--- src/rtl/tx_packet_fifo_pkg.sv ---
// Shared defaults and flag bit positions for the single-clock transmit FIFO
// with packet retry.
package tx_packet_fifo_pkg;

    localparam int DEFAULT_DATA_WIDTH = 8;
    localparam int DEFAULT_ADDR_WIDTH = 6;
    localparam bit DEFAULT_PKT_MODE   = 1'b1;

    // Bit positions inside the sticky error flag vector
    localparam int FLAG_OVERFLOW_BIT  = 0;
    localparam int FLAG_UNDERFLOW_BIT = 1;
    localparam int FLAG_COUNT         = 2;

endpackage

--- src/rtl/tx_fifo_ram.sv ---
// Simple dual-port storage for the transmit FIFO: synchronous write and a
// registered, read-enabled read port. The array itself is not reset.
module tx_fifo_ram #(
    parameter int DATA_WIDTH = 8,
    parameter int ADDR_WIDTH = 6
) (
    input  logic                  clk_i,
    input  logic                  rst_i,
    input  logic                  wr_en_i,
    input  logic [ADDR_WIDTH-1:0] wr_addr_i,
    input  logic [DATA_WIDTH-1:0] wr_data_i,
    input  logic                  rd_en_i,
    input  logic [ADDR_WIDTH-1:0] rd_addr_i,
    output logic [DATA_WIDTH-1:0] rd_data_o
);

    logic [DATA_WIDTH-1:0] mem_q [0:(2**ADDR_WIDTH)-1];
    logic [DATA_WIDTH-1:0] rd_data_q;

    // Array write port
    always_ff @(posedge clk_i) begin
        if (wr_en_i) begin
            mem_q[wr_addr_i] <= wr_data_i;
        end
    end

    // Read register holds its value until the next enabled read
    always_ff @(posedge clk_i or posedge rst_i) begin
        if (rst_i) begin
            rd_data_q <= {DATA_WIDTH{1'b0}};
        end else if (rd_en_i) begin
            rd_data_q <= mem_q[rd_addr_i];
        end
    end

    assign rd_data_o = rd_data_q;

endmodule

--- src/rtl/tx_packet_fifo.sv ---
// Single-clock transmit FIFO with packet acknowledge / retry. Read words stay
// reserved until acknowledged so a lost packet can be replayed.
module tx_packet_fifo
    import tx_packet_fifo_pkg::*;
#(
    parameter int DATA_WIDTH = DEFAULT_DATA_WIDTH,
    parameter int ADDR_WIDTH = DEFAULT_ADDR_WIDTH,
    parameter bit PKT_MODE   = DEFAULT_PKT_MODE
) (
    input  logic                  busClk,
    input  logic                  rst,
    input  logic                  wrEn,
    input  logic [DATA_WIDTH-1:0] wrData,
    output logic                  fifoFull,
    input  logic                  rdEn,
    output logic [DATA_WIDTH-1:0] rdData,
    output logic                  fifoEmpty,
    input  logic                  pktAck,
    input  logic                  pktRetry,
    input  logic                  forceEmpty,
    input  logic                  clrFlags,
    output logic [ADDR_WIDTH:0]   numElementsInFifo,
    output logic [ADDR_WIDTH:0]   freeSpace,
    output logic                  overflow,
    output logic                  underflow
);

    localparam int              PW      = ADDR_WIDTH + 1;
    localparam logic [PW-1:0]   DEPTH   = {1'b1, {ADDR_WIDTH{1'b0}}};
    localparam logic [PW-1:0]   PTR_ONE = {{ADDR_WIDTH{1'b0}}, 1'b1};

    logic [PW-1:0]         wr_ptr_q, wr_ptr_d;
    logic [PW-1:0]         rd_ptr_q, rd_ptr_d;
    logic [PW-1:0]         rel_ptr_q, rel_ptr_d;
    logic [PW-1:0]         count_q, count_d;
    logic [PW-1:0]         free_q, free_d;
    logic                  empty_q, empty_d;
    logic                  full_q, full_d;
    logic [FLAG_COUNT-1:0] err_q, err_d;
    logic                  ack_s, retry_s, push_ok_s, pop_ok_s;
    logic [PW-1:0]         rd_adv_s;

    // Pointer, status and sticky-flag next state
    always_comb begin
        ack_s     = PKT_MODE & pktAck;
        retry_s   = PKT_MODE & pktRetry & ~pktAck;
        push_ok_s = wrEn & ~full_q & ~forceEmpty;
        pop_ok_s  = rdEn & ~empty_q & ~retry_s & ~forceEmpty;
        rd_adv_s  = rd_ptr_q;
        wr_ptr_d  = wr_ptr_q;
        rd_ptr_d  = rd_ptr_q;
        rel_ptr_d = rel_ptr_q;
        err_d     = err_q;
        if (forceEmpty) begin
            wr_ptr_d  = {PW{1'b0}};
            rd_ptr_d  = {PW{1'b0}};
            rel_ptr_d = {PW{1'b0}};
            err_d     = {FLAG_COUNT{1'b0}};
        end else begin
            wr_ptr_d = push_ok_s ? (wr_ptr_q + PTR_ONE) : wr_ptr_q;
            rd_adv_s = pop_ok_s ? (rd_ptr_q + PTR_ONE) : rd_ptr_q;
            rd_ptr_d = retry_s ? rel_ptr_q : rd_adv_s;
            // Without packet mode every read releases its slot immediately
            if (!PKT_MODE || ack_s) begin
                rel_ptr_d = rd_adv_s;
            end else begin
                rel_ptr_d = rel_ptr_q;
            end
            err_d[FLAG_OVERFLOW_BIT]  = (wrEn & full_q) |
                                        (err_q[FLAG_OVERFLOW_BIT] & ~clrFlags);
            err_d[FLAG_UNDERFLOW_BIT] = (rdEn & empty_q & ~retry_s) |
                                        (err_q[FLAG_UNDERFLOW_BIT] & ~clrFlags);
        end
        empty_d = (wr_ptr_d == rd_ptr_d);
        full_d  = ((wr_ptr_d - rel_ptr_d) == DEPTH);
        count_d = wr_ptr_d - rd_ptr_d;
        free_d  = DEPTH - (wr_ptr_d - rel_ptr_d);
    end

    // State and registered status outputs
    always_ff @(posedge busClk or posedge rst) begin
        if (rst) begin
            wr_ptr_q  <= {PW{1'b0}};
            rd_ptr_q  <= {PW{1'b0}};
            rel_ptr_q <= {PW{1'b0}};
            count_q   <= {PW{1'b0}};
            free_q    <= DEPTH;
            empty_q   <= 1'b1;
            full_q    <= 1'b0;
            err_q     <= {FLAG_COUNT{1'b0}};
        end else begin
            wr_ptr_q  <= wr_ptr_d;
            rd_ptr_q  <= rd_ptr_d;
            rel_ptr_q <= rel_ptr_d;
            count_q   <= count_d;
            free_q    <= free_d;
            empty_q   <= empty_d;
            full_q    <= full_d;
            err_q     <= err_d;
        end
    end

    tx_fifo_ram #(
        .DATA_WIDTH (DATA_WIDTH),
        .ADDR_WIDTH (ADDR_WIDTH)
    ) u_ram (
        .clk_i     (busClk),
        .rst_i     (rst),
        .wr_en_i   (push_ok_s),
        .wr_addr_i (wr_ptr_q[ADDR_WIDTH-1:0]),
        .wr_data_i (wrData),
        .rd_en_i   (pop_ok_s),
        .rd_addr_i (rd_ptr_q[ADDR_WIDTH-1:0]),
        .rd_data_o (rdData)
    );

    assign fifoEmpty         = empty_q;
    assign fifoFull          = full_q;
    assign numElementsInFifo = count_q;
    assign freeSpace         = free_q;
    assign overflow          = err_q[FLAG_OVERFLOW_BIT];
    assign underflow         = err_q[FLAG_UNDERFLOW_BIT];

endmodule

--- config.mk ---
export PLATFORM = sky130hd
export DESIGN_NAME = tx_packet_fifo
export DESIGN_NICKNAME = d
export VERILOG_FILES = /design/src/rtl/tx_packet_fifo_pkg.sv /design/src/rtl/tx_fifo_ram.sv /design/src/rtl/tx_packet_fifo.sv
export SDC_FILE = /design/constraint.sdc
export NUM_CORES = 1
export LEC_CHECK = 0
export CAP_MARGIN = 40
export CORE_AREA = 2 2 248 250
export CTS_BUF_LIST = sky130_fd_sc_hd__clkbuf_4
export CTS_CLUSTER_DIAMETER = 200
export DETAILED_ROUTE_END_ITERATION = 16
export DIE_AREA = 0 0 250 252
export DONT_BUFFER_PORTS = 1
export SLEW_MARGIN = 20
export SYNTH_ARGS = -nofsm -noshare
export SYNTH_HDL_FRONTEND = slang
export SYNTH_SLANG_ARGS = --single-unit
--- constraint.sdc ---
create_clock -name busClk -period 4.5 [get_ports busClk]
set_clock_uncertainty 0.15 [all_clocks]
set_input_delay 0.675 -clock busClk [delete_from_list [all_inputs] [get_ports busClk]]
set_output_delay 0.675 -clock busClk [all_outputs]
set_load 0.05 [all_outputs]
==> Word level (Yosys, flattened, before mapping) <==
Memories as Yosys holds them, arrays and structs flattened. A register that Yosys moved wholly into a read port is not among the register bits.
Index checks and enable logic that the tools add are counted.
{ "totals": {"ff_bits": 39, "n_memories": 1, "ram_bits": 512, "out_inout_bits": 26, "elab_cells": 45, "input_bits": 16} }
{ "memory_table": {"columns": ["name", "depth", "word_bits", "read_ports", "rd_ports_with_merged_regs", "wr", "line_no", "source"], "rows": [
  ["u_ram.mem_q", 64, 8, 1, 1, 1, "tx_fifo_ram.sv:17", "logic [DATA_WIDTH-1:0] mem_q [0:(2**ADDR_WIDTH)-1];"]
]} }
{ "classes": {"mux": 10, "bitwise": 19, "n_addsub": 5, "eq_ne": 2} }
{ "op_table": {"columns": ["cell", "count"], "rows": [
  ["two-way mux 7 bit", 7],
  ["adder 7 x 1 -> 7 bit, second input constant", 2],
  ["subtractor 7 bit", 2],
  ["AND 1 bit", 11],
  ["== test 7 bit", 1],
  ["== test 7 bit, second input constant", 1],
  ["subtractor 7 bit, first input constant", 1],
  ["inverter 1 bit", 6],
  ["two-way mux 1 bit", 2],
  ["two-way mux 2 bit", 1],
  ["OR 1 bit", 2]
]} }

==> Depth between registers and ports, before layout <==
{ "depth": {"ltp_word": 10, "depth_mapped": 16, "mapped_depth_nobuf": 13} }

==> Hierarchy <==
Synthesis repeated with hierarchy kept, for this count alone.
{ "unflattened": {"cells_unflattened": 1164, "area_unflattened_um2": 22481.6} }
{ "by_module_without_submodules": {"columns": ["mod", "seq_area_each_um2", "cells_each", "area_per_inst_um2", "instances"], "rows": [
  ["tx_fifo_ram", 15574.9, 939, 20233.2, 1],
  ["tx_packet_fifo", 978.4, 225, 2248.4, 1]
]} }

==> Worst setup path before layout <==
No wires, ideal clock.
{ "synth_timing": {"kind": "input-to-reg", "start": "input port forceEmpty", "end": "register free_q[6] (netlist: freeSpace[6])", "t_required_ps": 4275, "n_path_buf": 2, "setup_slack_ps": 595, "arrival_time_ps": 3679, "stages": 14, "setup_time_ps": 75, "cell_sequence": "buf_2 -> nor2_1 -> and3_1 -> clkbuf_1 -> xnor2_1 -> a211oi_1 -> ha_1 -> inv_1 -> fa_1 -> a21o_1 -> a21oi_1 -> xnor2_1 -> or4_1 -> xnor2_1"} }
{ "synth_via": {"elab_chain_cells": 7, "elab_cells_between_ends": 10, "classes_between": "add/sub (2); mux (5); bitwise (3)"} }
{ "synth_lines": {"columns": ["element", "line_no", "source"], "rows": [
  ["start, declared", "tx_packet_fifo.sv:20", "input logic forceEmpty,"],
  ["inverter 1 bit", "tx_packet_fifo.sv:48", "pop_ok_s = rdEn & ~empty_q & ~retry_s & ~forceEmpty;"],
  ["AND 1 bit", "tx_packet_fifo.sv:48", null],
  ["two-way mux 7 bit", "tx_packet_fifo.sv:61", "rd_adv_s = pop_ok_s ? (rd_ptr_q + PTR_ONE) : rd_ptr_q;"],
  ["two-way mux 7 bit", "tx_packet_fifo.sv:64", "if (!PKT_MODE || ack_s) begin"],
  ["two-way mux 7 bit *", "tx_packet_fifo.sv:54", "if (forceEmpty) begin"],
  ["net rel_ptr_d[0]", "tx_packet_fifo.sv:34", "logic [PW-1:0] rel_ptr_q, rel_ptr_d;"],
  ["subtractor 7 bit * (2 in series)", "tx_packet_fifo.sv:77", "free_d = DEPTH - (wr_ptr_d - rel_ptr_d);"],
  ["net free_d[6]", "tx_packet_fifo.sv:36", "logic [PW-1:0] free_q, free_d;"],
  ["end signal, assigned", "tx_packet_fifo.sv:96", "free_q <= free_d;"],
  ["end, declared", "tx_packet_fifo.sv:36", null]
]} }
The timed path passes the listed nets; every way through them passes the cells marked *.

==> Final worst setup path <==
{ "layout_timing": {"start": "register full_q (netlist: fifoFull)", "end": "register free_q[6] (netlist: freeSpace[6])"} }
{ "layout_via": {"elab_chain_cells": 7} }
{ "layout_lines": {"columns": ["element", "line_no", "source"], "rows": [
  ["start, declared", "tx_packet_fifo.sv:38", "logic full_q, full_d;"],
  ["start signal, assigned", "tx_packet_fifo.sv:98", "full_q <= full_d;"],
  ["inverter 1 bit", "tx_packet_fifo.sv:47", "push_ok_s = wrEn & ~full_q & ~forceEmpty;"],
  ["AND 1 bit (2 in series)", "tx_packet_fifo.sv:47", null],
  ["two-way mux 7 bit", "tx_packet_fifo.sv:60", "wr_ptr_d = push_ok_s ? (wr_ptr_q + PTR_ONE) : wr_ptr_q;"],
  ["two-way mux 7 bit", "tx_packet_fifo.sv:54", null],
  ["net wr_ptr_d[5]", "tx_packet_fifo.sv:32", "logic [PW-1:0] wr_ptr_q, wr_ptr_d;"],
  ["subtractor 7 bit (2 in series)", "tx_packet_fifo.sv:77", null],
  ["net free_d[6]", "tx_packet_fifo.sv:36", null]
]} }
The timed path passes the listed nets, and every way through them passes these cells.

==> results.tsv <==
stage	metric	value	unit
synthesis	Synth area leader	edfxtp_1	
clock_network	Skew-Pair Late Insertion Delay	0.85	ns
clock_network	Clock Sinks	559	
floorplanning	# IOs	42	
placement	input/output buffers	0	
worst_setup_path	crit path max fanout	5	
timing	Final setup viols	0	
worst_setup_path	Worst Path Arrival	4.70	ns
synthesis	Yosys cell types	63	
timing	RSZ-0062 raised after global routing	no	
floorplanning	Starting Density	37.7	%
worst_setup_path	Worst path top cell family by delay	simple AND/OR/NAND/NOR gates	
worst_setup_path	CP Class	flop to flop	
cells_and_area	fillcell total	5376	
cells_and_area	leading cell type in the layout, fill and taps excluded	edfxtp_1	
worst_setup_path	Critical path buffers and inverters	0	
detailed_routing	DR vias	12200	
placement	Final GP Congestion	0.825	
grt	number of global-route vias before repair	12600	
floorplanning	die area	63000	µm²
timing	Max-slew headroom	37.6	%
worst_setup_path	crit start category	flop	
detailed_routing	DR vias/cell	5.36	
synthesis	top cells by area, synth	edfxtp_1 (68%), mux4_2 (7.8%), dfrtp_1 (5.0%)	
clock_network	hold_buf cts	15	
clock_network	Post-CTS Setup Bufs	0	
synthesis	Synth Flop Type	edfxtp_1	
grt	largest net degree at the start of global routing	91	
synthesis	syn_nets	1283	
min_path	Hold Path Class	primary input to flop	
placement	HPWL after DPL	30600	µm
power_and_ir_drop	P_leak	8.48	nW
worst_setup_path	slowest CP cell	dfrtp_1	
clock_network	TritonCTS buffer count	144	
clock_network	clk buf depth	3	
floorplanning	die height	252	µm
flow_run	Max-Cap Viols	0	
grt	total global routing overflow	0	
worst_setup_path	CP required	5.13	ns
cells_and_area	Syn-to-layout area delta	13.8	%
synthesis	number of synthesized flops with an enable pin	512	
clock_network	clock slew at reported path FFs	0.08	ns
synthesis	Seq/Total Area, Yosys	73.1	%
synthesis	yosys warns	0	
outcome	outcome	finished clean	
detailed_routing	1st-iter DRT viols	1102	
timing	Slew @ Worst Pin	0.933	ns
power_and_ir_drop	PD cells	445	nW/µm²
floorplanning	Die Width	250	µm
synthesis	ys async rst share	8.41	%
power_and_ir_drop	worst vdd ir	0.331	mV
synthesis	area fraction of the dominant cell type after synthesis	67.9	%
clock_network	Root Driver	clkbuf_4	
worst_setup_path	Worst Setup End Kind	flop	
timing	Final Hold Vio Count	0	
timing	hold_ws	0.0627	ns
cells_and_area	commonest cells after routing, fill and taps aside	edfxtp_1 (512), clkbuf_4 (223), mux2i_1 (102), nor2_1 (100), mux4_2 (78)	
grt	Total GRT Usage	17.0	%
clock_network	H-tree depth	4	
worst_setup_path	Critical Path, Cell by Cell	nand2b_1 -> nor3b_1 -> and3_1 -> nand3_1 -> xor2_1 -> nor2_1 -> ha_1 -> nor2b_1 -> a221oi_1 -> o311ai_0 -> or4_1 -> xnor2_1	
cells_and_area	final net count	1419	
synthesis	Post-Syn Area per Cell	18.1	µm²
detailed_routing	Pre-Repair DR Iteration Count	6	
worst_setup_path	slowest stage delay, CP	0.60	ns
synthesis	Mapped Area	22700	µm²
worst_setup_path	Reg2Reg Setup Slack	0.43	ns
cells_and_area	Design Area, Final	25800	µm²
timing	Fin Setup TNS	0	ns
clock_network	Post-CTS Resized	0	
detailed_routing	Final ANT Viol Nets	0	
timing	Fmax achieved	246	MHz
synthesis	Synth Register Bits	559	
clock_network	CTS tree	built	
timing	min Tclk post-route	4.07	ns
placement	Area after DPL	23400	µm²
floorplanning	number of core rows	90	
synthesis	cell count after synthesis	1250	
grt	first-pass GRT wire length	79200	µm
cells_and_area	ratio of cells with drive above 1 in the final layout	26.8	%
detailed_routing	DRC	0	
timing	Tcrit/Tclk final	90.5	%
detailed_routing	drt total wl	53500	µm
timing	Slew Viols, Final	0	
grt	antenna violations before repair	1	
floorplanning	Core ar.	60100	µm²
detailed_routing	routed length per instance	23.5	µm
metal layers:
layer | part of all wire, % | global-route usage [%]
met1 | 42 | 22.7
met2 | 47 | 26.2
met3 | 8.0 | 4.52
met4 | 3.5 | 7.99
met5 | 0 | 0
final cells by class:
| cell class | count | area (µm²) | area share, % |
|---|---|---|---|
| flip-flops and latches | 559 | 16600 | 64.2 |
| multi-input cells | 600 | 5550 | 21.5 |
| clock buffers | 223 | 1670 | 6.49 |
| well taps | 782 | 978 | 3.79 |
| repair buffers | 61 | 706 | 2.74 |
| clock inverters | 32 | 235 | 0.912 |
| inverters | 20 | 75.1 | 0.291 |
| diodes | 1 | 2.50 | 0.00970 |
through the flow:
stage | std cells | utilization, % | total power, mW | setup slack, ns
floorplan | 1250 | - | 6.80 | 0.595
global placement | 1983 | 38.9 | 7.01 | 0.632
detailed placement | 1987 | 39.0 | 7.02 | 0.563
CTS | 2257 | 42.6 | 11.6 | 0.461
global route | 2278 | 42.9 | 12.0 | 0.0681
finish | 2278 | 42.9 | 11.5 | 0.428
power breakdown:
group          switching [mW]  internal, mW
clock                    1.99          2.48
sequential              0.355          5.76
combinational           0.531         0.370
total                    2.88          8.61
sequential cells by signal, indices dropped and copies added, names as in the netlist:
name / count
u_ram.mem_q: 512
u_ram.rd_data_o: 8
freeSpace: 7
numElementsInFifo: 7
rd_ptr_q: 7
rel_ptr_q: 7
wr_ptr_q: 7
err_q: 2
fifoEmpty: 1
fifoFull: 1
cells in the mapped netlist (8+ instances only):
master,instances
mux4_2,78
nand3_1,12
edfxtp_1,512
dfrtp_1,45
a21oi_1,19
inv_1,20
a31oi_1,8
and3_1,9
a221oi_1,18
mux2i_1,102
a211o_1,15
a211oi_1,11
nand2_1,39
nor2_1,100
mux2_2,10
xor2_1,13
ha_1,15
o21ai_0,23
xnor2_1,12
buf_1,8
nor2b_1,15
clkbuf_1,33
a22oi_1,14
logic make-up after synthesis:
group / after synthesis / synth area share, %
compound gates: 150 / 4.93
mux: 193 / 13.1
buf+inv: 91 / 2.46
simple gates: 215 / 4.48
flops: 559 / 73.1
xor+xnor: 25 / 0.966
fa+ha+maj: 17 / 1.00
worst reg2reg max path, cell delays in order (launching register included):
cell      delay (ns)
dfrtp_1         0.60
nand2b_1        0.31
nor3b_1         0.48
and3_1          0.31
nand3_1         0.13
xor2_1          0.19
nor2_1          0.10
ha_1            0.37
nor2b_1         0.09
a221oi_1        0.33
o311ai_0        0.27
or4_1           0.50
xnor2_1         0.19
final timing paths:
| path | from | endpoint | cells past startpoint |
|---|---|---|---|
| worst max-delay path | fifoFull$_DFF_PP0_ | freeSpace[6]$_DFF_PP1_ | 12 |
| worst min-delay path | wrData[1] | u_ram.mem_q[17][1]$_DFFE_PP_ | 1 |
| worst max register to register | fifoFull$_DFF_PP0_ | freeSpace[6]$_DFF_PP1_ | 12 |
| worst min register to register | rel_ptr_q[0]$_DFF_PP0_ | rel_ptr_q[0]$_DFF_PP0_ | 2 |
| max in group asynchronous | rst | rd_ptr_q[0]$_DFF_PP0_ | 3 |
| min in group asynchronous | rst | err_q[0]$_DFF_PP0_ | 2 |
Power figures use the tool's default switching activity.
